`src/rtl/wb_interconnect_if.sv`:
```
// wb_interconnect_if: bundles the primary-side and secondary-side Wishbone
// signals of the single-primary interconnect.
//   Primary side  : p_cyc, p_stb, p_we, p_addr, p_dat_w -> interconnect
//                   p_dat_r, p_ack, p_err               <- interconnect
//   Secondary side: s_cyc, s_stb (one-hot), s_we, s_addr, s_dat_w -> secondaries
//                   s_dat_r (NUM_SEC packed slices), s_ack (per secondary) <- secondaries
// Modports:
//   slave  - the interconnect itself (it is the slave of the primary core)
//   master - the surrounding system: the primary core plus the secondaries
interface wb_interconnect_if #(
  parameter int DATA_SIZE = 64,
  parameter int ADDR_SIZE = 32,
  parameter int NUM_SEC   = 5
);
  logic                         p_cyc;
  logic                         p_stb;
  logic                         p_we;
  logic [ADDR_SIZE-1:0]         p_addr;
  logic [DATA_SIZE-1:0]         p_dat_w;
  logic [DATA_SIZE-1:0]         p_dat_r;
  logic                         p_ack;
  logic                         p_err;
  logic [NUM_SEC-1:0]           s_cyc;
  logic [NUM_SEC-1:0]           s_stb;
  logic                         s_we;
  logic [ADDR_SIZE-1:0]         s_addr;
  logic [DATA_SIZE-1:0]         s_dat_w;
  logic [NUM_SEC*DATA_SIZE-1:0] s_dat_r;
  logic [NUM_SEC-1:0]           s_ack;

  modport slave (
    input  p_cyc, p_stb, p_we, p_addr, p_dat_w,
    output p_dat_r, p_ack, p_err,
    output s_cyc, s_stb, s_we, s_addr, s_dat_w,
    input  s_dat_r, s_ack
  );

  modport master (
    output p_cyc, p_stb, p_we, p_addr, p_dat_w,
    input  p_dat_r, p_ack, p_err,
    input  s_cyc, s_stb, s_we, s_addr, s_dat_w,
    output s_dat_r, s_ack
  );
endinterface

```
`src/rtl/wb_interconnect.sv`:
```
// wb_interconnect: single-primary Wishbone interconnect. Latches one primary
// request, decodes the target secondary from p_addr[SEL_LSB +: SEL_BITS],
// strobes exactly that secondary until it acks, then returns registered read
// data with a one-cycle p_ack. Unmapped indices (and, when compiled in, a bus
// timeout) return a one-cycle p_err with p_dat_r = 0.
// Ports:
//   clk   - single clock, rising edge
//   rst_n - asynchronous active-low reset; drops any in-flight transaction
//   bus   - wb_interconnect_if.slave, primary and secondary buses
// Optional feature macro: WB_TIMEOUT_EN (BUSY timeout after TIMEOUT cycles).
// Without it BUSY waits for s_ack indefinitely.
module wb_interconnect #(
  parameter int DATA_SIZE = 64,
  parameter int ADDR_SIZE = 32,
  parameter int NUM_SEC   = 5,
  parameter int SEL_BITS  = 3,
  parameter int SEL_LSB   = 28,
  parameter int TIMEOUT   = 255
) (
  input logic            clk,
  input logic            rst_n,
  wb_interconnect_if.slave bus
);

  if (NUM_SEC < 1 || NUM_SEC > (2 ** SEL_BITS) || TIMEOUT < 2) begin : g_bad_cfg
    $error("wb_interconnect: illegal NUM_SEC/SEL_BITS/TIMEOUT combination");
  end

  typedef enum logic [1:0] {IDLE, BUSY, RESP, ERR} state_t;

  state_t                state_reg, state_next;
  logic [ADDR_SIZE-1:0]  addr_reg;
  logic                  we_reg;
  logic [DATA_SIZE-1:0]  dat_w_reg;
  logic [DATA_SIZE-1:0]  dat_r_reg;
  logic [SEL_BITS-1:0]   idx_reg;

  logic                  req;
  logic [SEL_BITS-1:0]   req_idx;
  logic                  req_unmapped;
  logic [NUM_SEC-1:0]    sel_onehot;
  logic                  sel_ack;
  logic [DATA_SIZE-1:0]  sel_dat;
  logic                  timeout_hit;

  assign req          = bus.p_cyc & bus.p_stb;
  assign req_idx      = bus.p_addr[SEL_LSB +: SEL_BITS];
  assign req_unmapped = ({1'b0, req_idx} >= (SEL_BITS + 1)'(NUM_SEC));

  // One-hot decode of the latched index; acks on other lines are masked off
  // so late self-clearing acks from a previous secondary cannot complete us.
  for (genvar gi = 0; gi < NUM_SEC; gi++) begin : g_sel
    assign sel_onehot[gi] = (idx_reg == SEL_BITS'(gi));
  end

  assign sel_ack = |(bus.s_ack & sel_onehot);

  always_comb begin
    sel_dat = '0;
    for (int k = 0; k < NUM_SEC; k++) begin
      if (sel_onehot[k]) sel_dat = bus.s_dat_r[k*DATA_SIZE +: DATA_SIZE];
    end
  end

`ifdef WB_TIMEOUT_EN
  localparam int TIMER_W = $clog2(TIMEOUT + 1);
  logic [TIMER_W-1:0] timer_reg;

  assign timeout_hit = (timer_reg == TIMER_W'(TIMEOUT - 1));

  always_ff @(posedge clk or negedge rst_n) begin
    if (!rst_n) begin
      timer_reg <= '0;
    end else if (state_reg == IDLE) begin
      timer_reg <= '0;
    end else if (state_reg == BUSY && !sel_ack) begin
      timer_reg <= timer_reg + 1'b1;
    end
  end
`else
  assign timeout_hit = 1'b0;
`endif

  // State register
  always_ff @(posedge clk or negedge rst_n) begin
    if (!rst_n) state_reg <= IDLE;
    else        state_reg <= state_next;
  end

  // Next-state logic; an ack in the timeout cycle takes priority
  always_comb begin
    state_next = state_reg;
    case (state_reg)
      IDLE: if (req) state_next = req_unmapped ? ERR : BUSY;
      BUSY: begin
        if (sel_ack)          state_next = RESP;
        else if (timeout_hit) state_next = ERR;
      end
      RESP:    state_next = IDLE;
      ERR:     state_next = IDLE;
      default: state_next = IDLE;
    endcase
  end

  // Request latches and response data register
  always_ff @(posedge clk or negedge rst_n) begin
    if (!rst_n) begin
      addr_reg  <= '0;
      we_reg    <= 1'b0;
      dat_w_reg <= '0;
      idx_reg   <= '0;
      dat_r_reg <= '0;
    end else begin
      if (state_reg == IDLE && req) begin
        addr_reg  <= bus.p_addr;
        we_reg    <= bus.p_we;
        dat_w_reg <= bus.p_dat_w;
        idx_reg   <= req_idx;
      end
      if (state_reg == BUSY && sel_ack) dat_r_reg <= sel_dat;
      else if (state_next == ERR)       dat_r_reg <= '0;
    end
  end

  // Outputs: decoded from state and registers only, so reset clears them
  // without waiting for a clock edge.
  always_comb begin
    bus.s_cyc   = (state_reg == BUSY) ? sel_onehot : '0;
    bus.s_stb   = (state_reg == BUSY) ? sel_onehot : '0;
    bus.s_we    = we_reg;
    bus.s_addr  = addr_reg;
    bus.s_dat_w = dat_w_reg;
    bus.p_dat_r = dat_r_reg;
    bus.p_ack   = (state_reg == RESP);
    bus.p_err   = (state_reg == ERR);
  end

endmodule
```
`src/flat_wrapper.sv`:
```
// flat-port wrapper written by rule: the top's interface ports become plain ports
module wb_interconnect_flat 
#(
  parameter int DATA_SIZE = 64,
  parameter int ADDR_SIZE = 32,
  parameter int NUM_SEC   = 5,
  parameter int SEL_BITS  = 3,
  parameter int SEL_LSB   = 28,
  parameter int TIMEOUT   = 255
)
  (clk, rst_n, bus_p_cyc, bus_p_stb, bus_p_we, bus_p_addr, bus_p_dat_w, bus_p_dat_r, bus_p_ack, bus_p_err, bus_s_cyc, bus_s_stb, bus_s_we, bus_s_addr, bus_s_dat_w, bus_s_dat_r, bus_s_ack);
  wb_interconnect_if #(.DATA_SIZE(DATA_SIZE), .ADDR_SIZE(ADDR_SIZE), .NUM_SEC(NUM_SEC)) bus_i ();
  input logic clk;
  input logic rst_n;
  input wire logic [$bits(bus_i.p_cyc)-1:0] bus_p_cyc;
  input wire logic [$bits(bus_i.p_stb)-1:0] bus_p_stb;
  input wire logic [$bits(bus_i.p_we)-1:0] bus_p_we;
  input wire logic [$bits(bus_i.p_addr)-1:0] bus_p_addr;
  input wire logic [$bits(bus_i.p_dat_w)-1:0] bus_p_dat_w;
  output wire logic [$bits(bus_i.p_dat_r)-1:0] bus_p_dat_r;
  output wire logic [$bits(bus_i.p_ack)-1:0] bus_p_ack;
  output wire logic [$bits(bus_i.p_err)-1:0] bus_p_err;
  output wire logic [$bits(bus_i.s_cyc)-1:0] bus_s_cyc;
  output wire logic [$bits(bus_i.s_stb)-1:0] bus_s_stb;
  output wire logic [$bits(bus_i.s_we)-1:0] bus_s_we;
  output wire logic [$bits(bus_i.s_addr)-1:0] bus_s_addr;
  output wire logic [$bits(bus_i.s_dat_w)-1:0] bus_s_dat_w;
  input wire logic [$bits(bus_i.s_dat_r)-1:0] bus_s_dat_r;
  input wire logic [$bits(bus_i.s_ack)-1:0] bus_s_ack;
  assign bus_i.p_cyc = bus_p_cyc;
  assign bus_i.p_stb = bus_p_stb;
  assign bus_i.p_we = bus_p_we;
  assign bus_i.p_addr = bus_p_addr;
  assign bus_i.p_dat_w = bus_p_dat_w;
  assign bus_p_dat_r = bus_i.p_dat_r;
  assign bus_p_ack = bus_i.p_ack;
  assign bus_p_err = bus_i.p_err;
  assign bus_s_cyc = bus_i.s_cyc;
  assign bus_s_stb = bus_i.s_stb;
  assign bus_s_we = bus_i.s_we;
  assign bus_s_addr = bus_i.s_addr;
  assign bus_s_dat_w = bus_i.s_dat_w;
  assign bus_i.s_dat_r = bus_s_dat_r;
  assign bus_i.s_ack = bus_s_ack;
  wb_interconnect #(.DATA_SIZE(DATA_SIZE), .ADDR_SIZE(ADDR_SIZE), .NUM_SEC(NUM_SEC), .SEL_BITS(SEL_BITS), .SEL_LSB(SEL_LSB), .TIMEOUT(TIMEOUT)) u_core (.clk(clk), .rst_n(rst_n), .bus(bus_i));
endmodule
```
`config.mk`:
```
export PLATFORM = sky130hd
export DESIGN_NAME = wb_interconnect_flat
export DESIGN_NICKNAME = d
export VERILOG_FILES = /design/src/rtl/wb_interconnect_if.sv /design/src/rtl/wb_interconnect.sv /design/src/flat_wrapper.sv
export SDC_FILE = /design/constraint.sdc
export NUM_CORES = 1
export LEC_CHECK = 0
export CAP_MARGIN = 20
export CORE_AREA = 2 2 235 237
export CTS_CLUSTER_DIAMETER = 80
export CTS_CLUSTER_SIZE = 28
export DETAILED_ROUTE_END_ITERATION = 8
export DIE_AREA = 0 0 237 239
export HOLD_SLACK_MARGIN = 0.02
export SYNTH_ARGS = -nofsm -noshare
export SYNTH_HDL_FRONTEND = slang
export SYNTH_SLANG_ARGS = --single-unit
export TNS_END_PERCENT = 30
```
`constraint.sdc`:
```
create_clock -name clk -period 2.1 [get_ports clk]
set_input_delay 0.63 -clock clk [delete_from_list [all_inputs] [get_ports clk]]
set_output_delay 0.63 -clock clk [all_outputs]
set_load 0.01 [all_outputs]
```
==> results by stage <==
Synth:
- The number of enable flip-flop cells after synthesis is 0.
- For this run, the number of Yosys warnings is 0.
- The proportion of synthesized chip area in sequential cells is 0.4431.
- Synthesis inferred 163 register bits.
- The cell area that synthesis handed to floorplanning was 9205 um2.
- The post-synthesis async set-or-reset flop share is 1.000.
- After synthesis, the cell types taking the most area are sky130_fd_sc_hd__dfrtp_1 44%, sky130_fd_sc_hd__mux2i_1 21%, sky130_fd_sc_hd__mux2_2 9.5%.
- In this run the mean area of a mapped cell was 11.31 um2.
- The flip-flop cell with the highest count after synthesis is sky130_fd_sc_hd__dfrtp_1.
- The number of nets handed over by synthesis was 1240.
- The number of library cell types mapped by synthesis is 29.
- The largest total area in the synthesized netlist belongs to sky130_fd_sc_hd__dfrtp_1.
- The post-synthesis cell count is 814.
- The share of synthesized area in the top cell type comes to 0.4431.

Clocking:
- The clock tree from TritonCTS is yes.
- The H-tree was split into 4 levels.
- Clock tree synthesis selected as its root buffer the cell sky130_fd_sc_hd__clkbuf_16.
- Counting the buffers created by CTS gives 17.
- The number of sinks handled by clock tree synthesis is 163.
- The number of buffers on the longest clock path is 2.
- For this design, the CTS-stage hold fixing added 0 buffers.
- The clock-pin slew of the registers on the worst-case setup and hold paths is 0.07 ns.
- The clock latency of the later-clocked register in the worst-skew pair is 0.48 ns.

Placement:
- The instance area at placement is 16230 um2.
- Once detailed placement completed, the half-perimeter wirelength came to 32890 um.
- The worst setup slack after placement is -0.3073 ns.
- The post-placement cell count is 2089.
- The number of buffers added on ports is 598.
- At the end of routability-driven placement, the weighted congestion stood at 0.7794.

Setup path:
- The classification of the worst setup path is reg2out.
- STA puts the critical path data required time at 1.47 ns.
- For the worst setup path, the data arrival time is 1.68 ns.
- The maximum fanout along the worst path is 4.
- The worst setup path is captured at an output port.
- STA classifies the critical path startpoint as a register.

Power:
- The internal portion of the total power is 13.89 mW.
- The net switching power figure is 8.684 mW.
- The share of total power dissipated in combinational logic is 0.606.
- Of the total power, registers draw 0.242.
- Across the VDD grid, the largest voltage drop is 0.8266 mV.
- For this design the ratio of total power to cell area is 1292 nW/um2.
- Of the total power, the clock network draws 0.152.
- The switching part of the total is 0.3846.
- In this run the static leakage power is 7.572 nW.
- The completed layout was analyzed and its total power is 22.58 mW.

Global routing:
- Across every metal layer, demand over resource in global routing totals 0.1452.
- Entering global routing, the biggest net connects 75 pins.
- The first global-routing pass estimated 60470 um of wire.
- The initial antenna violation count is 6.
- The number of global-route vias before repair is 9454.
- The total overflow left after global routing is 0.

Route:
- For this block, the initial DRC count from the detailed router was 377.
- Before antenna repair, the detailed router went through 4 iterations.
- The detailed-route via count is 8974.
- For this run, design rule violations remaining after detail routing come to 0.
- The total routed wirelength is 44960 um.
- The vias per cell is 4.170.
- The detailed-route wire length per cell is 20.89 um.
- The count of nets left with antenna violations once routing finished came out at 0.

Run status:
- The flow ran to the end, but the final reports show violations.
- The final reports fail on negative setup slack.

Cells and area:
- The number of cells in the finished layout apart from fillers is 2152.
- The net total in the final layout is 1860.
- The synthesis-to-layout area growth is 89.89%.
- With fillers left out, the area of the finished cells amounts to 17480 um2.
- The number of inserted filler cells in the final layout is 5456.
- In the final layout, the share of cells above drive strength 1 is 0.1617.
- The multi-input combinational cells in the finished layout cover a total of 4741 um2.
- The core utilization of the finished layout is 0.3217.
- The area of all sequential standard cells is 4093 um2.

STA:
- The smallest clock period supported by the final layout is computed as 2.307 ns.
- Setup slack on the critical path of the routed design comes to -0.2071 ns.
- The final setup violation count is 23.
- For this run, the top clock speed supported by timing is 433.5 MHz.
- Setup repair after global routing could not meet its margin everywhere.
- The worst slew margin relative to its limit is 0.6848.
- For the pin with the worst max-slew slack, the measured transition is 0.4728 ns.
- The number of pins exceeding their max-slew limit in the final report is 0.
- The worst hold slack is 0.07704 ns.
- The count of endpoints failing hold in the final timing report is 0.
- Dividing the final minimum period by the clock period gives 1.099.
- Adding up every negative setup slack in the final design gives -1.893 ns.
- Between clock sinks in the finished design, the worst skew comes to 0.01730 ns.

Floorplanning:
- The height of the die is 239 um.
- In this run the core area contains 86 standard-cell rows.
- The die area is 56640 um2.
- The placeable core area is 54340 um2.
- The top-level I/O count is 599.
- The effective utilization at floorplan is 0.1694.
- The floorplan step set the die width to 237 um.

Job:
- Across the run, the number of max-cap violations was 0.

Hold path:
- The path class of the lowest-slack min-delay path is in2async.
==> cell type report <==
cell class | count | share of cell area
timing repair buffer | 683 | 0.4079
tap | 704 | 0.05039
clock inverter | 13 | 0.01088
multi-input combinational | 569 | 0.2712
sequential | 163 | 0.2341
antenna | 1 | 0.0001432
clock buffer | 19 | 0.02534
==> synthesized netlist by cell type, types with 2 or more instances <==
cell                          n
sky130_fd_sc_hd__buf_6        2
sky130_fd_sc_hd__nand2_1     66
sky130_fd_sc_hd__mux2_2      78
sky130_fd_sc_hd__nor3b_1      2
sky130_fd_sc_hd__nor2b_1      3
sky130_fd_sc_hd__clkbuf_1    31
sky130_fd_sc_hd__nor3_1       2
sky130_fd_sc_hd__o21ai_1     16
sky130_fd_sc_hd__nor2_1       2
sky130_fd_sc_hd__buf_2       30
sky130_fd_sc_hd__mux2_1      19
sky130_fd_sc_hd__buf_4       13
sky130_fd_sc_hd__nand3b_1     2
sky130_fd_sc_hd__o21ai_0    112
sky130_fd_sc_hd__buf_12       5
sky130_fd_sc_hd__mux2i_1    193
sky130_fd_sc_hd__o2bb2ai_1   64
sky130_fd_sc_hd__dfrtp_1    163
==> cell usage in the layout, fill, tap and decap left out, drive strengths merged <==
cell and n:
and2 1, and3 1, nor4bb 1, inv 6, o2bb2ai 64, mux2i 193, dlygate4sd2 19, nand2b 1
dlymetal6s2s 6, nor3 3, o21ai 128, clkinv 4, diode 1, clkbuf 27, bufinv 3, dfrtp 163
clkdlybuf4s50 557, a21oi 1, nor2b 3, nor2 2, nor3b 3, a21o 1, bufbuf 2, nand2 66
buf 91, o31ai 1, mux2 97, o211ai 1, nand3b 2
==> what timing repair did <==
action	CTS	global route
gates cloned	2	7
setup endpoints to repair	48	72
pin swaps	3	5
gates resized for setup	82	58
setup buffers	9	13
==> cell families after synthesis <==
kind of cell           Yosys count  share of synthesized area
flip-flops                     163                     0.4431
multiplexers                   290                     0.3285
AND/OR/NAND/NOR                 83                    0.03969
AO/OA/AOI/OAI                  196                     0.1354
buffers and inverters           82                    0.05328
==> routing by layer <==
| layer | GRT usage | vias to the layer above | wire length (um) |
|---|---|---|---|
| met2 | 0.2558 | 427 | 22430 |
| met4 | 0.05255 | 6 | 946 |
| li1 | - | 4229 | - |
| met1 | 0.1580 | 4270 | 17520 |
| met5 | 0 | - | 35 |
| met3 | 0.05647 | 42 | 4029 |
==> final timing paths <==
check,from,to,slack [ns],cells after the start
max in group asynchronous,rst_n,u_core.bus.p_dat_r[21],1.43,2
max reg2reg,u_core.bus.s_addr[30],u_core.bus.p_dat_r[4],-0.05,9
min,rst_n,u_core.bus.s_dat_w[46],0.08,1
min reg2reg,u_core.bus.s_dat_w[45],u_core.bus.s_dat_w[45],0.48,1
min in group clk,u_core.bus.s_dat_w[45],u_core.bus.s_dat_w[45],0.48,1
max,u_core.bus.s_addr[30],bus_s_stb[2],-0.21,4
==> power by group through the flow <==
stage | Sequential (mW) | Clock, mW | Combinational (mW)
CTS | 5.49 | 3.61 | 12.9
floorplan | 6.04 | 0 | 5.61
detailed placement | 5.54 | 0 | 12.4
global route | 5.66 | 3.70 | 14.7
finish | 5.47 | 3.43 | 13.7
global placement | 5.49 | 0 | 12.3
==> worst max-delay path, cell delays in order, from the launching register on <==
cell	delay (ns)
sky130_fd_sc_hd__dfrtp_4	0.51
sky130_fd_sc_hd__nand2b_4	0.21
sky130_fd_sc_hd__nor3b_4	0.23
sky130_fd_sc_hd__buf_4	0.15
sky130_fd_sc_hd__buf_6	0.11
Note: power is estimated with default switching activity, not from simulation.
